`config.mk`:
```
export PLATFORM = sky130hd
export DESIGN_NAME = pll_freq_monitor
export DESIGN_NICKNAME = d
export VERILOG_FILES = /design/src/rtl/pll_freq_mon_pkg.sv /design/src/rtl/sync_edge_det.sv /design/src/rtl/pll_freq_monitor.sv
export SDC_FILE = /design/constraint.sdc
export NUM_CORES = 1
export LEC_CHECK = 0
export CAP_MARGIN = 20
export CORE_MARGIN = 2
export CORE_UTILIZATION = 55
export DETAILED_ROUTE_END_ITERATION = 7
export HOLD_SLACK_MARGIN = 0.02
export PLACE_DENSITY_LB_ADDON = 0.1
export REMOVE_ABC_BUFFERS = 1
export SYNTH_ARGS = -nofsm -noshare
export SYNTH_HDL_FRONTEND = slang
export SYNTH_SLANG_ARGS = --single-unit
export TNS_END_PERCENT = 30
```
`constraint.sdc`:
```
create_clock -name clkin -period 3.01 [get_ports clkin]
set_input_delay 0.602 -clock clkin [delete_from_list [all_inputs] [get_ports clkin]]
set_output_delay 0.602 -clock clkin [all_outputs]
set_load 0.02 [all_outputs]
```
`src/rtl/pll_freq_mon_pkg.sv`:
```
// Shared types and constants for the PLL frequency monitor.
package pll_freq_mon_pkg;

    // Monitor sequencing: idle, discarded priming window, live measurement.
    typedef enum logic [1:0] {
        IDLE    = 2'd0,
        PRIME   = 2'd1,
        MEASURE = 2'd2
    } mon_state_t;

    // PLL output cycles per tgl_in flip (each flip is one counted edge).
    localparam int TGL_DIV = 32;

    // Nominal operating point used to derive the expected window count.
    localparam int REF_CLK_KHZ     = 27_000;
    localparam int PLL_CLK_KHZ     = 135_000;
    localparam int PLL_REF_RATIO   = PLL_CLK_KHZ / REF_CLK_KHZ;
    localparam int GATE_CYCLES_DEF = 2700;

    // Whole tgl_in edges expected in a gate window of the given length.
    function automatic int nominal_edges(input int gate_cycles);
        return (gate_cycles * PLL_REF_RATIO) / TGL_DIV;
    endfunction

    localparam int NOM_EDGES = nominal_edges(GATE_CYCLES_DEF);

endpackage

```
`src/rtl/sync_edge_det.sv`:
```
// Brings the PLL-domain toggle into the reference domain and turns every
// transition (rising or falling) into a one-cycle registered pulse.
module sync_edge_det (
    input  logic clk,
    input  logic rst_n,
    input  logic async_in,
    output logic edge_pulse
);

    logic sync_meta;
    logic sync_q;
    logic delay_q;

    // Two-stage synchronizer, delay stage and registered XOR edge detect.
    always_ff @(posedge clk or negedge rst_n) begin
        if (!rst_n) begin
            sync_meta  <= 1'b0;
            sync_q     <= 1'b0;
            delay_q    <= 1'b0;
            edge_pulse <= 1'b0;
        end else begin
            // NOTE: non-blocking assignments make each stage capture the previous stage's old value.
            sync_meta  <= async_in;
            sync_q     <= sync_meta;
            delay_q    <= sync_q;
            edge_pulse <= sync_q ^ delay_q;
        end
    end

endmodule

```
`src/rtl/pll_freq_monitor.sv`:
```
// PLL output frequency monitor in the 27 MHz reference domain.
// Counts tgl_in edges over fixed gate windows, checks each count against
// [EXP_MIN, EXP_MAX] and raises freq_ok after GOOD_WINDOWS passing windows.
// Build option: define PLL_FREQ_MON_STICKY_FAULT_EN to make fault sticky
// until clear_fault; otherwise fault follows the last evaluated window.
module pll_freq_monitor
    import pll_freq_mon_pkg::*;
#(
    parameter int GATE_CYCLES  = 2700,
    parameter int EXP_MIN      = 418,
    parameter int EXP_MAX      = 426,
    parameter int GOOD_WINDOWS = 4,
    parameter int CNT_W        = 16
) (
    input  logic             clkin,
    input  logic             rst_n,
    input  logic             enable,
    input  logic             tgl_in,
    input  logic             clear_fault,
    output logic [CNT_W-1:0] meas_count,
    output logic             meas_valid,
    output logic             freq_ok,
    output logic             fault
);

    localparam int GATE_W = $clog2(GATE_CYCLES);
    localparam int GOOD_W = $clog2(GOOD_WINDOWS + 1);

    localparam logic [GATE_W-1:0] GATE_LAST = GATE_W'(GATE_CYCLES - 1);
    localparam logic [CNT_W-1:0]  CNT_MAX   = {CNT_W{1'b1}};
    localparam logic [CNT_W-1:0]  CNT_MIN   = CNT_W'(EXP_MIN);
    localparam logic [CNT_W-1:0]  CNT_HIGH  = CNT_W'(EXP_MAX);
    localparam logic [GOOD_W-1:0] GOOD_FULL = GOOD_W'(GOOD_WINDOWS);

    mon_state_t        state;
    logic [GATE_W-1:0] gate_cnt;
    logic [CNT_W-1:0]  edge_cnt;
    logic [CNT_W-1:0]  edge_sum;
    logic [GOOD_W-1:0] good_cnt;
    logic [GOOD_W-1:0] good_next;
    logic              edge_pulse;
    logic              terminal;
    logic              window_pass;

    sync_edge_det u_sync_edge_det (
        .clk        (clkin),
        .rst_n      (rst_n),
        .async_in   (tgl_in),
        .edge_pulse (edge_pulse)
    );

    // Window arithmetic: terminal flag, count including this cycle's edge, pass test, next good count.
    always_comb begin
        // NOTE: every signal gets a default first so no path can infer a latch.
        terminal    = (state != IDLE) && (gate_cnt == GATE_LAST);
        edge_sum    = edge_cnt;
        good_next   = good_cnt;
        if (edge_pulse && (edge_cnt != CNT_MAX)) begin
            edge_sum = edge_cnt + CNT_W'(1);
        end
        window_pass = (edge_sum >= CNT_MIN) && (edge_sum <= CNT_HIGH);
        if (good_cnt != GOOD_FULL) begin
            good_next = good_cnt + GOOD_W'(1);
        end
    end

    // Gate and edge counters: held at zero while idle, restarted at each terminal count.
    always_ff @(posedge clkin or negedge rst_n) begin
        if (!rst_n) begin
            gate_cnt <= '0;
            edge_cnt <= '0;
        end else if ((state == IDLE) || !enable) begin
            gate_cnt <= '0;
            edge_cnt <= '0;
        end else if (terminal) begin
            gate_cnt <= '0;
            edge_cnt <= '0;
        end else begin
            gate_cnt <= gate_cnt + GATE_W'(1);
            edge_cnt <= edge_sum;
        end
    end

`ifndef PLL_FREQ_MON_STICKY_FAULT_EN
    // clear_fault has no effect when fault simply mirrors the last window.
    logic unused_clear_fault;
    assign unused_clear_fault = clear_fault;
`endif

    // Sequencing FSM with registered measurement and status outputs.
    always_ff @(posedge clkin or negedge rst_n) begin
        if (!rst_n) begin
            state      <= IDLE;
            meas_count <= '0;
            meas_valid <= 1'b0;
            good_cnt   <= '0;
            freq_ok    <= 1'b0;
            fault      <= 1'b0;
        end else begin
            meas_valid <= 1'b0;
`ifdef PLL_FREQ_MON_STICKY_FAULT_EN
            // A failing window below assigns later and therefore wins over the clear.
            if (clear_fault) begin
                fault <= 1'b0;
            end
`endif
            if (!enable) begin
                state    <= IDLE;
                good_cnt <= '0;
                freq_ok  <= 1'b0;
            end else begin
                case (state)
                    IDLE: begin
                        state <= PRIME;
                    end
                    PRIME: begin
                        // The first window after enable may be partial in spirit; it is never reported.
                        if (terminal) begin
                            state <= MEASURE;
                        end
                    end
                    MEASURE: begin
                        if (terminal) begin
                            meas_count <= edge_sum;
                            meas_valid <= 1'b1;
                            if (window_pass) begin
                                good_cnt <= good_next;
                                freq_ok  <= (good_next == GOOD_FULL);
`ifndef PLL_FREQ_MON_STICKY_FAULT_EN
                                fault    <= 1'b0;
`endif
                            end else begin
                                good_cnt <= '0;
                                freq_ok  <= 1'b0;
                                fault    <= 1'b1;
                            end
                        end
                    end
                    default: begin
                        state <= IDLE;
                    end
                endcase
            end
        end
    end

endmodule

```
==> summary.txt <==
Detailed routing
  – DRC viols: 0
  – DR WL/cell: 14.46 microns
  – Drt pass-1 iters: 4
  – DR vias: 2,190
  – DR vias/cell: 5.688
  – Drt total wl: 5567 microns
  – Initial DRC Count: 160
  – ANT nets after route: 0

Global route
  – First-pass GRT wire length: 9749 microns
  – Tot GR Track Use: 22.61%
  – Vias in the first global route: 2,170
  – Largest net degree at the start of global routing: 34
  – Initial antenna violation count: 0
  – Total global routing overflow: 0

Clocking
  – Htree depth: 2
  – Clock Tree Root: clkbuf_8
  – CTS max path bufs: 2
  – Clock Pin Slew Worst Setup and Hold Paths: 0.10 ns
  – Post-CTS Setup Bufs: 0
  – Post-CTS Resized: 0
  – Clk Latency, worst-skew pair: 0.31 ns
  – Clock Sinks: 56
  – CTS tree: done
  – Hold buffer count at cts: 0
  – Inserted Clock Buffers: 5

Power and ir drop
  – Net Switching: about 290 uW
  – Clk pwr share: 38.2%
  – Worst vdd ir: 0.3216 mV
  – Cell internal pwr: 1026 uW
  – PnR Total Power: 1319 uW
  – Pleak: 0.001390 uW
  – Power Density: between 400 and 500 nW/um^2
  – Reg power frac: 58.1%
  – Logic pwr share: approximately 3.8%
  – Sw Share: 22.26%

Critical path
  – Worst setup SP type: register
  – Capturing point of the worst reg2reg path: good_cnt[2]
  – Setup CP Type: register to register
  – Worst path most repeated cell: or4_4
  – R2R cell count: 8
  – Crit path max fanout: 6
  – Crit. End Element: register
  – R2r setup slk: 0.16 ns
  – CP cell instances: ha_1 -> nand4_1 -> or4_4 -> a21boi_2 -> o211ai_1 -> or4_4 -> a211oi_1 -> a211o_1
  – Reg2reg start: edge_cnt[0]
  – Worst path arrival time: about 3.1 ns
  – Worst path required time: roughly 3.3 ns
  – Slowest cell on crit path: or4_4
  – Slowest stage delay, CP: 0.53 ns

Synth
  – Cell taking the most area after synthesis: dfrtp_1
  – Syn Std Cell Area: 2835 sq um
  – Register bit total from synthesis: 56
  – Top cell type's share of synthesized area: 49.43%
  – Mean Syn Cell Area: 9.810 sq um
  – Register area share after synthesis: 49.43%
  – EDFF count, synth: 0
  – Count of cell types in the netlist: 66
  – Count leader, synth: dfrtp_1
  – Cell count after synthesis: a little under 300
  – Dominant synthesized flop cell: dfrtp_1
  – Syn. warnings: 0
  – Most frequent cells after synthesis: dfrtp_1, nor2_1, nand2_1
  – Synth top area cells: dfrtp_1, nor2_1, o21ai_0
  – Ys async rst share: 100.0%

Timing
  – Min Clock Period, post-route: 2.853 ns
  – Hold Violations, Final: 0
  – Fmax: 0.3505 GHz
  – Final Cycle Share: 94.79%
  – Slew headroom: about 57%
  – Clock Skew: 0.003791 ns
  – Fin. max-slew vios: 0
  – Slew @ Worst Pin: 0.6463 ns
  – RSZ-0062 raised after global routing: no
  – Count of final setup violators: 0
  – Post-route worst setup slack: 0.1568 ns
  – TNS Setup: 0 ns

Floorplan
  – Die Y: between 70 and 80 microns
  – Cell Rows: 26
  – Die X: roughly 76 microns
  – Core area: approximately 5000 sq um
  – Die Area: roughly 5700 sq um
  – Ports: 24
  – Initial Utilization: 56.23%

Layout
  – ANT cells: 0
  – P&R area growth vs syn: 15.58%
  – Fin nets: roughly 320
  – Final Util: 64.99%
  – Fraction of layout cells with a size suffix above 1: about an eighth
  – Footprint of the multi-input gates: about 1400 sq um
  – Seq. cell area: about 1400 sq um
  – Fillers: 436

Placement
  – HPWL Detailed: 4050 microns
  – Place WS: roughly 0.2 ns
  – GP Congestion: 0.8929
  – IO buf count: 22

Min path
  – HP Class: input pin to asynchronous set/reset pin

Job
  – Max-Cap Viols: 0

Status
  – Status: complete, no violations
per-layer routing:
layer | up-vias | GRT usage, % | share of wire (%)
met1 | 1067 | 28.21 | 44
met2 | 29 | 38.98 | 51
met4 | 0 | 7.407 | 2.0
li1 | 1083 | - | -
met5 | - | 0 | 0
met3 | 11 | 4.894 | 3.2
worst max-delay path by stage:
stage	start	to
6_report	edge_cnt[0]	good_cnt[2]
5_1_grt	edge_cnt[0]	good_cnt[2]
4_1_cts	edge_cnt[0]	freq_ok
3_5_place_dp	edge_cnt[0]	good_cnt[0]
3_3_place_gp	edge_cnt[0]	freq_ok
2_1_floorplan	gate_cnt[0]	good_cnt[2]
per-stage QoR:
stage | hold WS (ns) | instances | instance area (sq um)
2_1_floorplan | 0.3064 | 281 | 2796
3_3_place_gp | 0.3340 | 377 | 3142
3_5_place_dp | 0.3373 | 377 | 3142
4_1_cts | 0.3221 | 385 | 3257
5_1_grt | 0.3555 | 385 | 3277
6_report | 0.3009 | 385 | 3277
registers in the layout, indices dropped and copies added, names as in the netlist, 2 cells and up:
signal	flops
state	2
edge_cnt	16
good_cnt	3
gate_cnt	12
meas_count	16
power groups by stage:
stage,combinational [uW],clock (uW),sequential [uW]
2_1_floorplan,23.3,0,779
3_3_place_gp,50.2,0,781
3_5_place_dp,51.7,0,781
4_1_cts,51.6,519,766
5_1_grt,58.3,546,768
6_report,49.7,504,766
cells by family (layout without fill, tap and decap cells):
logic type	after synthesis	after routing	synth area share [%]
muxes	3	3	1.059
buffers and inverters	16	42	2.427
and+or+nand+nor	138	138	27.10
AOI/OAI and AO/OA	55	55	12.97
xor gates and xnor gates	17	17	5.251
DFF	56	56	49.43
adders and majority gates	4	4	1.765
critical path, delay by kind of cell, from the launching register on:
family | cells | cell delay (ns)
flops | 1 | 0.46
compound gates | 4 | 0.72
simple gates | 3 | 1.32
fa+ha+maj | 1 | 0.29
area by class of cell:
cell class,count,area share (%)
Sequential cell,56,42.76
Multi-Input combinational cell,217,42.27
Timing Repair Buffer,26,7.866
Tap cell,70,2.673
Clock buffer,5,2.100
Clock inverter,3,1.413
Inverter,8,0.9164
placed cells by master (no fill, tap or decap), drive strengths merged, types with 4 or more instances in the layout:
master          n
dfrtp          56
and3            7
clkbuf          5
inv             9
nand4          11
a21oi           6
clkdlybuf4s50  21
xor2           11
xnor2           6
nor2           36
and2            6
nand3          11
buf             5
o31ai           4
o21ai          24
nor3           11
ha              4
nand2          28
Power figures use the tool's default switching activity.
